## config.mk

```make
export PLATFORM = sky130hd
export DESIGN_NAME = opb_register_simulink2ppc_flat
export DESIGN_NICKNAME = d
export VERILOG_FILES = /design/src/rtl/opb_register_simulink2ppc_if.sv /design/src/rtl/opb_register_simulink2ppc.sv /design/src/flat_wrapper.sv
export SDC_FILE = /design/constraint.sdc
export NUM_CORES = 1
export LEC_CHECK = 0
export CORE_MARGIN = 8
export CORE_UTILIZATION = 39
export CTS_CLUSTER_DIAMETER = 150
export DETAILED_ROUTE_END_ITERATION = 16
export PLACE_DENSITY_LB_ADDON = 0.3
export SLEW_MARGIN = 20
export SYNTH_ARGS = -nofsm -noshare
export SYNTH_HDL_FRONTEND = slang
export SYNTH_SLANG_ARGS = --single-unit
```

## constraint.sdc

```tcl
create_clock -name OPB_Clk -period 1.36 [get_ports OPB_Clk]
set_input_delay 0.272 -clock OPB_Clk [delete_from_list [all_inputs] [get_ports OPB_Clk]]
set_output_delay 0.272 -clock OPB_Clk [all_outputs]
set_load 0.02 [all_outputs]
```

## src/rtl/opb_register_simulink2ppc_if.sv

```systemverilog
// opb_register_simulink2ppc_if: OPB slave-side bus bundle (big-endian bit numbering).
interface opb_register_simulink2ppc_if;
  logic [0:31] OPB_ABus;
  logic [0:3]  OPB_BE;
  logic [0:31] OPB_DBus;
  logic        OPB_RNW;
  logic        OPB_select;
  logic        OPB_seqAddr;
  logic [0:31] Sl_DBus;
  logic        Sl_xferAck;
  logic        Sl_errAck;
  logic        Sl_retry;
  logic        Sl_toutSup;
  modport master (
    output OPB_ABus, OPB_BE, OPB_DBus, OPB_RNW, OPB_select, OPB_seqAddr,
    input  Sl_DBus, Sl_xferAck, Sl_errAck, Sl_retry, Sl_toutSup
  );
  modport slave (
    input  OPB_ABus, OPB_BE, OPB_DBus, OPB_RNW, OPB_select, OPB_seqAddr,
    output Sl_DBus, Sl_xferAck, Sl_errAck, Sl_retry, Sl_toutSup
  );
endinterface

```

## src/rtl/opb_register_simulink2ppc.sv

```systemverilog
// opb_register_simulink2ppc: fabric-to-PPC capture register on OPB; OPB_S2P_OVERRUN_EN adds the OVERRUN flag.
module opb_register_simulink2ppc #(
  parameter logic [31:0] C_BASEADDR   = 32'h01094200,
  parameter logic [31:0] C_HIGHADDR   = 32'h010942FF,
  parameter int          C_OPB_AWIDTH = 32,
  parameter int          C_OPB_DWIDTH = 32,
  parameter              C_FAMILY     = "virtex5"
) (
  input  logic                              OPB_Clk,
  input  logic                              OPB_Rst,
  opb_register_simulink2ppc_if.slave        opb,
  input  logic [31:0]                       user_data_in,
  input  logic                              user_valid
);
  typedef enum logic [1:0] {IDLE, ACK, HOLD} state_t;
  state_t                  state;
  logic [C_OPB_AWIDTH-1:0] abus;
  logic [C_OPB_DWIDTH-1:0] hold_reg, dbus_q, status, rd_word;
  logic [15:0]             cnt;
  logic                    new_flag, overrun, rd_clr, ack_q, hit, start, clr_new, unused_ok;
  assign abus    = opb.OPB_ABus;
  assign hit     = opb.OPB_select && abus >= C_BASEADDR && abus <= C_HIGHADDR;
  assign start   = state == IDLE && hit;
  assign clr_new = state == ACK && rd_clr;
  assign status  = {cnt, 14'd0, overrun, new_flag};
  assign rd_word = opb.OPB_ABus[29] ? status : hold_reg;
  assign opb.Sl_DBus    = dbus_q;
  assign opb.Sl_xferAck = ack_q;
  assign opb.Sl_errAck  = 1'b0;
  assign opb.Sl_retry   = 1'b0;
  assign opb.Sl_toutSup = 1'b0;
  assign unused_ok = ^{opb.OPB_seqAddr, opb.OPB_BE, opb.OPB_DBus, C_FAMILY};
  // read word is latched on the hit edge, so a capture during ACK cannot disturb it
  always_ff @(posedge OPB_Clk)
    if (!OPB_Rst) begin
      state    <= IDLE;
      hold_reg <= '0;
      cnt      <= '0;
      new_flag <= 1'b0;
      rd_clr   <= 1'b0;
      ack_q    <= 1'b0;
      dbus_q   <= '0;
    end else begin
      if (user_valid) hold_reg <= user_data_in;
      cnt      <= cnt + 16'(user_valid);
      new_flag <= user_valid || (new_flag && !clr_new);
      rd_clr   <= start && opb.OPB_RNW && !opb.OPB_ABus[29];
      ack_q    <= start;
      dbus_q   <= start && opb.OPB_RNW ? rd_word : '0;
      state    <= state == IDLE ? (hit ? ACK : IDLE) : state == ACK ? HOLD : opb.OPB_select ? HOLD : IDLE;
    end
`ifdef OPB_S2P_OVERRUN_EN
  logic ovr_clr;
  always_ff @(posedge OPB_Clk)
    if (!OPB_Rst) begin
      overrun <= 1'b0;
      ovr_clr <= 1'b0;
    end else begin
      ovr_clr <= start && !opb.OPB_RNW && opb.OPB_ABus[29] && opb.OPB_BE[3] && opb.OPB_DBus[30];
      overrun <= (user_valid && new_flag && !clr_new) || (overrun && !(state == ACK && ovr_clr));
    end
`else
  assign overrun = 1'b0;
`endif
endmodule

```

## src/flat_wrapper.sv

```systemverilog
// flat-port wrapper written by rule: the top's interface ports become plain ports
module opb_register_simulink2ppc_flat 
#(
  parameter logic [31:0] C_BASEADDR   = 32'h01094200,
  parameter logic [31:0] C_HIGHADDR   = 32'h010942FF,
  parameter int          C_OPB_AWIDTH = 32,
  parameter int          C_OPB_DWIDTH = 32,
  parameter              C_FAMILY     = "       "
)
  (OPB_Clk, OPB_Rst, user_data_in, user_valid, opb_OPB_ABus, opb_OPB_BE, opb_OPB_DBus, opb_OPB_RNW, opb_OPB_select, opb_OPB_seqAddr, opb_Sl_DBus, opb_Sl_xferAck, opb_Sl_errAck, opb_Sl_retry, opb_Sl_toutSup);
  opb_register_simulink2ppc_if opb_i ();
  input  logic OPB_Clk;
  input  logic OPB_Rst;
  input  logic [31:0] user_data_in;
  input  logic user_valid;
  input wire logic [$bits(opb_i.OPB_ABus)-1:0] opb_OPB_ABus;
  input wire logic [$bits(opb_i.OPB_BE)-1:0] opb_OPB_BE;
  input wire logic [$bits(opb_i.OPB_DBus)-1:0] opb_OPB_DBus;
  input wire logic [$bits(opb_i.OPB_RNW)-1:0] opb_OPB_RNW;
  input wire logic [$bits(opb_i.OPB_select)-1:0] opb_OPB_select;
  input wire logic [$bits(opb_i.OPB_seqAddr)-1:0] opb_OPB_seqAddr;
  output wire logic [$bits(opb_i.Sl_DBus)-1:0] opb_Sl_DBus;
  output wire logic [$bits(opb_i.Sl_xferAck)-1:0] opb_Sl_xferAck;
  output wire logic [$bits(opb_i.Sl_errAck)-1:0] opb_Sl_errAck;
  output wire logic [$bits(opb_i.Sl_retry)-1:0] opb_Sl_retry;
  output wire logic [$bits(opb_i.Sl_toutSup)-1:0] opb_Sl_toutSup;
  assign opb_i.OPB_ABus = opb_OPB_ABus;
  assign opb_i.OPB_BE = opb_OPB_BE;
  assign opb_i.OPB_DBus = opb_OPB_DBus;
  assign opb_i.OPB_RNW = opb_OPB_RNW;
  assign opb_i.OPB_select = opb_OPB_select;
  assign opb_i.OPB_seqAddr = opb_OPB_seqAddr;
  assign opb_Sl_DBus = opb_i.Sl_DBus;
  assign opb_Sl_xferAck = opb_i.Sl_xferAck;
  assign opb_Sl_errAck = opb_i.Sl_errAck;
  assign opb_Sl_retry = opb_i.Sl_retry;
  assign opb_Sl_toutSup = opb_i.Sl_toutSup;
  opb_register_simulink2ppc #(.C_BASEADDR(C_BASEADDR), .C_HIGHADDR(C_HIGHADDR), .C_OPB_AWIDTH(C_OPB_AWIDTH), .C_OPB_DWIDTH(C_OPB_DWIDTH), .C_FAMILY(C_FAMILY)) u_core (.OPB_Clk(OPB_Clk), .OPB_Rst(OPB_Rst), .opb(opb_i), .user_data_in(user_data_in), .user_valid(user_valid));
endmodule
```

# After elaboration in Yosys (flattened, before gate mapping)
# Cells that the tools add are included.
word_totals:
  input_bits: 106
  wordCells: 32
  ff_bits: 85
  output_inout_bits: 36
op_classes:
  bitwise: 2
  order_cmp: 2
  reduce_logical: 13
  n_eq_ne: 1
  addsub: 1
  muxes: 5
ops:
  columns: ["operator", "count"]
  rows:
  - ["$ge A32 B25 Y1 const B", 1]
  - ["$le A32 B25 Y1 const B", 1]
  - ["$mux W32", 1]
  - ["$add A16 B1 Y16", 1]
  - ["$logic_and A1 B1 Y1", 7]
  - ["$mux W2", 3]
  - ["$reduce_or A3 Y1", 1]
  - ["$eq A2 B1 Y1 const B", 1]
  - ["$logic_not A1 Y1", 2]
  - ["$logic_not A2 Y1", 1]
  - ["$not A1 Y1", 2]
  - ["$reduce_and A2 Y1", 1]
  - ["$logic_or A1 B1 Y1", 1]
  - ["$mux W1", 1]

# Longest topological paths before layout
logic_depth:
  depth_word: 7
  depth_mapped: 5
  depth_no_buf: 5

# Worst setup path before layout
# No wires, ideal clock.
synth_path:
  path_kind: "reg2reg"
  start: "register u_core.cnt[0]"
  end: "register u_core.cnt[10]"
  n_path_buf: 0
  synth_period_minus_slack_ns: 1.507
  path_stages_with_launch: 6
  arrival_time_ns: 1.437
  required_ns: 1.289
  path_slack_ns: -0.147
  setup_ns: 0.071
  cell_sequence: "dfxtp_1 ha_1 ha_1 inv_1 or4_1 a21oi_1"
synth_between:
  elab_chain_len: 1
synth_rtl:
  columns: ["element", "line", "source"]
  rows:
  - ["from (decl)", "opb_register_simulink2ppc.sv:19", "logic [15:0] cnt;"]
  - ["from (signal assigned)", "opb_register_simulink2ppc.sv:45", "cnt <= cnt + 16'(user_valid);"]
  - ["$add A16 B1 Y16", "opb_register_simulink2ppc.sv:45", null]
# Every way passes these cells.
# A chain may end at the register's enable or synchronous reset.

# Worst setup path after layout
layout_path:
  start: "input port opb_OPB_ABus[18]"
  end: "register u_core.dbus_q[24], in the netlist u_core.opb.Sl_DBus[7]"
layout_between:
  elab_chain_len: 6
  elab_cells_between_ends: 7
  classes_between: "order compare: 2; reduce/logical: 5"
layout_rtl:
  columns: ["element", "line", "source"]
  rows:
  - ["from (decl)", "flat_wrapper.sv:16", "input wire logic [$bits(opb_i.OPB_ABus)-1:0] opb_OPB_ABus;"]
  - ["$ge A32 B25 Y1", "opb_register_simulink2ppc.sv:22", "assign hit = opb.OPB_select && abus >= C_BASEADDR && abus <= C_HIGHADDR;"]
  - ["$logic_and A1 B1 Y1", "opb_register_simulink2ppc.sv:22", null]
  - ["$logic_and A1 B1 Y1 *", "opb_register_simulink2ppc.sv:22", null]
  - ["$logic_and A1 B1 Y1 *", "opb_register_simulink2ppc.sv:23", "assign start = state == IDLE && hit;"]
  - ["$logic_and A1 B1 Y1 *", "opb_register_simulink2ppc.sv:49", "dbus_q <= start && opb.OPB_RNW ? rd_word : '0;"]
  - ["$reduce_and A2 Y1 (no line) *", null, null]
  - ["to (signal assigned)", "opb_register_simulink2ppc.sv:49", null]
  - ["to (decl)", "opb_register_simulink2ppc.sv:18", "logic [C_OPB_DWIDTH-1:0] hold_reg, dbus_q, status, rd_word;"]
# Mark *: on every way between the ends. The rest lies on a longest branch, timed or not.

==> metrics.txt <==
# TYPE chip_impl_metric gauge
chip_impl_info{name="outcome",value="finished clean"} 1
chip_impl_metric{name="arrival_time_of_data_at_the_critical_path_endpoint",unit="ns"} 1.61
chip_impl_metric{name="worst_clock_skew",unit="ns"} 0.0107
chip_impl_info{name="rsz0062_at_grt",value="true"} 1
chip_impl_metric{name="insertedDiodeCount",unit=""} 0
chip_impl_metric{name="die_width",unit="um"} 111
chip_impl_metric{name="synth_async_sr_flop_share",unit="%"} 0
chip_impl_metric{name="fraction_of_layout_instances_using_a_drive_strength_above_1",unit="%"} 26.4
chip_impl_metric{name="cts_buffers",unit=""} 9
chip_impl_metric{name="ys_warn_count",unit=""} 0
chip_impl_metric{name="ir_worst_vdd",unit="mV"} 0.633
chip_impl_info{name="synth_flop_cell",value="sky130_fd_sc_hd__dfxtp_1"} 1
chip_impl_metric{name="drv_slew",unit=""} 0
chip_impl_info{name="cts_tree",value="built"} 1
chip_impl_metric{name="drt_iter0_markers",unit=""} 92
chip_impl_info{name="hold_path.class",value="input port to flip-flop"} 1
chip_impl_metric{name="die_h",unit="um"} 111
chip_impl_metric{name="cell_internal_pwr",unit="W"} 0.00376
chip_impl_info{name="most-common-layout-cells",value="sky130_fd_sc_hd__dfxtp_1 (78), sky130_fd_sc_hd__mux2i_1 (55), sky130_fd_sc_hd__dlygate4sd2_1 (49)"} 1
chip_impl_metric{name="grt_first_pass_wirelength",unit="um"} 14100
chip_impl_info{name="end_kind",value="flip-flop"} 1
chip_impl_metric{name="num_rows",unit=""} 34
chip_impl_metric{name="dpl_cell_area",unit="sq um"} 4820
chip_impl_metric{name="final_period_minus_worst_setup_slack",unit="ns"} 1.35
chip_impl_metric{name="groute.usage.overall",unit="%"} 14.0
chip_impl_metric{name="placement.io_buffers",unit=""} 94
chip_impl_metric{name="finalSetupViolations",unit=""} 0
chip_impl_metric{name="power.clock.fraction",unit="%"} 36.6
chip_impl_metric{name="p_leak",unit="nW"} 2.29
chip_impl_metric{name="design.core.area",unit="sq um"} 8760
chip_impl_metric{name="post-route-drc-count",unit=""} 0
chip_impl_metric{name="syn_avg_cell_area",unit="sq um"} 11.0
chip_impl_metric{name="clk-insertion-delay-late",unit="ns"} 0.34
chip_impl_metric{name="final.period_utilization",unit="%"} 99.4
chip_impl_info{name="setup.worst_path.start_class",value="input port"} 1
chip_impl_metric{name="syn2layout_area_growth",unit="%"} 49.9
chip_impl_metric{name="dieArea",unit="sq um"} 12400
chip_impl_metric{name="synth_cell_type_count",unit=""} 37
chip_impl_metric{name="power.share.combinational",unit="%"} 10.6
chip_impl_metric{name="post_synth_inst_count",unit=""} 321
chip_impl_metric{name="grt_antenna_before_repair",unit=""} 0
chip_impl_metric{name="cp_data_required_time",unit="ns"} 1.61
chip_impl_metric{name="hold_viol_final",unit=""} 0
chip_impl_metric{name="gp_congestion",unit=""} 0.750
chip_impl_metric{name="setup_slack",unit="ns"} 0.00787
chip_impl_metric{name="syn_area",unit="sq um"} 3530
chip_impl_metric{name="dpl.hpwl",unit="um"} 6320
chip_impl_metric{name="synth_edf_count",unit=""} 0
chip_impl_metric{name="seq_power_share",unit="%"} 52.8
chip_impl_metric{name="routed_wl",unit="um"} 8830
chip_impl_metric{name="pin_count_of_the_biggest_net_entering_global_routing",unit=""} 34
chip_impl_metric{name="final_net_count",unit=""} 554
chip_impl_metric{name="max-clock-path-buffers",unit=""} 2
chip_impl_metric{name="dr.pass1.iters",unit=""} 4
chip_impl_info{name="clk_root_buffer_cell",value="sky130_fd_sc_hd__clkbuf_8"} 1
chip_impl_metric{name="cap_violations",unit=""} 0
chip_impl_metric{name="power.switching",unit="W"} 0.00115
chip_impl_metric{name="post_synthesis_register_bit_count",unit=""} 85
chip_impl_metric{name="globalRoute.totalOverflow",unit=""} 0
chip_impl_metric{name="finalInstanceArea",unit="sq um"} 5290
chip_impl_metric{name="cts_htree_levels",unit=""} 3
chip_impl_metric{name="pre_cts_ws",unit="ns"} -0.523
chip_impl_info{name="timing.setup.critical_path_class",value="input port to flip-flop"} 1
chip_impl_metric{name="worst-path-max-fanout",unit=""} 24
chip_impl_metric{name="max_slew_margin",unit="%"} 61.7
chip_impl_info{name="synth_area_leader_cell",value="sky130_fd_sc_hd__dfxtp_1"} 1
chip_impl_metric{name="via_per_inst",unit=""} 4.92
chip_impl_metric{name="seq_area_frac_synth",unit="%"} 48.2
chip_impl_metric{name="worst-slew-pin-transition",unit="ns"} 0.575
chip_impl_metric{name="sinks_on_the_clock_net",unit=""} 85
chip_impl_info{name="synth.top_cells.by_area",value="sky130_fd_sc_hd__dfxtp_1 (48%), sky130_fd_sc_hd__mux2i_1 (16%), sky130_fd_sc_hd__nor4_2 (5.7%)"} 1
chip_impl_metric{name="wl_per_cell",unit="um"} 15.8
chip_impl_metric{name="netlist.area_leader.share",unit="%"} 48.2
chip_impl_metric{name="vias_after_detailed_routing",unit=""} 2751
chip_impl_metric{name="initial_core_util",unit="%"} 40.3
chip_impl_metric{name="power.switching_fraction",unit="%"} 23.3
chip_impl_metric{name="number_of_nets_with_antenna_violations_after_routing",unit=""} 0
chip_impl_metric{name="timing.fmax",unit="MHz"} 740
chip_impl_metric{name="pin_count",unit=""} 142
chip_impl_metric{name="worst_setup_hold_path_clk_slew",unit="ns"} 0.08
chip_impl_metric{name="power_density",unit="nW/um^2"} 928
chip_impl_info{name="leading_cell_type_in_the_layout_fill_and_taps_excluded",value="sky130_fd_sc_hd__dfxtp_1"} 1
chip_impl_metric{name="first_global_vias",unit=""} 2883
==> cells by family (layout without fill, tap and decap cells) <==
family | count (synthesis) | count (layout) | share of synthesized area (%)
xor+xnor | 3 | 3 | 0.744
flops | 85 | 85 | 48.2
mux | 55 | 55 | 15.6
fa+ha+maj | 2 | 2 | 0.709
other cells | 1 | 3 | 0.106
compound gates | 13 | 13 | 2.13
buf+inv | 43 | 171 | 6.20
simple gates | 119 | 119 | 26.3
==> Yosys cell counts, types with 2 or more instances <==
| cell type | instances |
|---|---|
| sky130_fd_sc_hd__nand2_1 | 10 |
| sky130_fd_sc_hd__nor2_1 | 39 |
| sky130_fd_sc_hd__buf_4 | 7 |
| sky130_fd_sc_hd__nor4b_1 | 5 |
| sky130_fd_sc_hd__nand4_1 | 2 |
| sky130_fd_sc_hd__nor4_2 | 16 |
| sky130_fd_sc_hd__dfxtp_1 | 85 |
| sky130_fd_sc_hd__clkbuf_1 | 7 |
| sky130_fd_sc_hd__nor4_1 | 5 |
| sky130_fd_sc_hd__o31ai_1 | 4 |
| sky130_fd_sc_hd__o21ai_0 | 2 |
| sky130_fd_sc_hd__nand2b_1 | 6 |
| sky130_fd_sc_hd__buf_6 | 3 |
| sky130_fd_sc_hd__buf_2 | 6 |
| sky130_fd_sc_hd__a21oi_1 | 7 |
| sky130_fd_sc_hd__nor4_4 | 2 |
| sky130_fd_sc_hd__mux2i_1 | 55 |
| sky130_fd_sc_hd__nand4_2 | 2 |
| sky130_fd_sc_hd__xor2_1 | 2 |
| sky130_fd_sc_hd__inv_1 | 18 |
| sky130_fd_sc_hd__nor4b_2 | 13 |
| sky130_fd_sc_hd__and2_1 | 2 |
| sky130_fd_sc_hd__ha_1 | 2 |
| sky130_fd_sc_hd__nand3_1 | 5 |
| sky130_fd_sc_hd__or4_1 | 4 |
==> path summary, 6_finish.rpt <==
| path | slack, ns | cells after the start | endpoint | startpoint |
|---|---|---|---|---|
| worst min register to register | 0.45 | 2 | u_core.opb.Sl_DBus[25]$_SDFF_PP0_ | u_core.hold_reg[6]$_SDFFE_PN0P_ |
| worst max-delay path | 0.008 | 5 | u_core.opb.Sl_DBus[7]$_SDFF_PN0_ | opb_OPB_ABus[18] |
| worst min-delay path | 0.31 | 3 | u_core.cnt[0]$_SDFF_PN0_ | user_valid |
| worst max register to register | 0.02 | 4 | u_core.opb.Sl_DBus[7]$_SDFF_PN0_ | u_core.state[0]$_SDFF_PN0_ |
==> stage by stage <==
step	utilization, %	instances	power, W	TNS [ns]	hold WS, ns
final	60.4	559	0.00491	0	0.312
after global routing	60.4	559	0.00511	-0.914	0.298
after CTS	58.4	556	0.00496	-0.0136	0.300
after detailed placement	55.0	537	0.00316	-16.37	0.441
after global placement	55.0	537	0.00315	-14.52	0.434
after floorplan	-	323	0.00288	0	0.419
==> worst max-delay path, cell delays in order <==
cell	delay, ns
sky130_fd_sc_hd__clkdlybuf4s50_1	0.45
sky130_fd_sc_hd__nor4b_4	0.27
sky130_fd_sc_hd__nand4_4	0.16
sky130_fd_sc_hd__buf_12	0.21
sky130_fd_sc_hd__nor4b_4	0.23
==> power groups by stage <==
stage                     logic [W]  registers (W)  clock network [W]
after floorplan            0.000246        0.00264                  0
after global placement     0.000505        0.00265                  0
after detailed placement   0.000515        0.00265                  0
after CTS                  0.000517        0.00259            0.00185
after global routing       0.000562        0.00260            0.00195
final                      0.000521        0.00259            0.00180
==> layout make-up <==
cell class	instances	area, sq um
Fill cell	744	3470
Multi-Input combinational cell	195	1830
Sequential cell	85	1710
Timing Repair Buffer	136	1340
Clock buffer	12	145
Tap cell	108	135
Inverter	19	73.8
Clock inverter	4	55.1
==> metal layers <==
metal,GRT usage (%),vias to the layer above,part of all wire [%]
met5,0,-,0
met4,6.22,0,1.4
met3,3.79,10,5.0
met2,23.4,66,50
met1,16.3,1309,44
li1,-,1366,-
==> repair_timing <==
| item | 4_1_cts | 5_1_grt |
|---|---|---|
| hold endpoints to repair | 0 | 0 |
| setup endpoints to repair | 74 | 42 |
| setup buffers | 1 | 1 |
| gates resized for setup | 70 | 25 |
| gates cloned | 2 | 2 |
| pin swaps | 15 | 8 |
| hold buffers | 0 | 0 |
(Power assumes the default switching activity.)
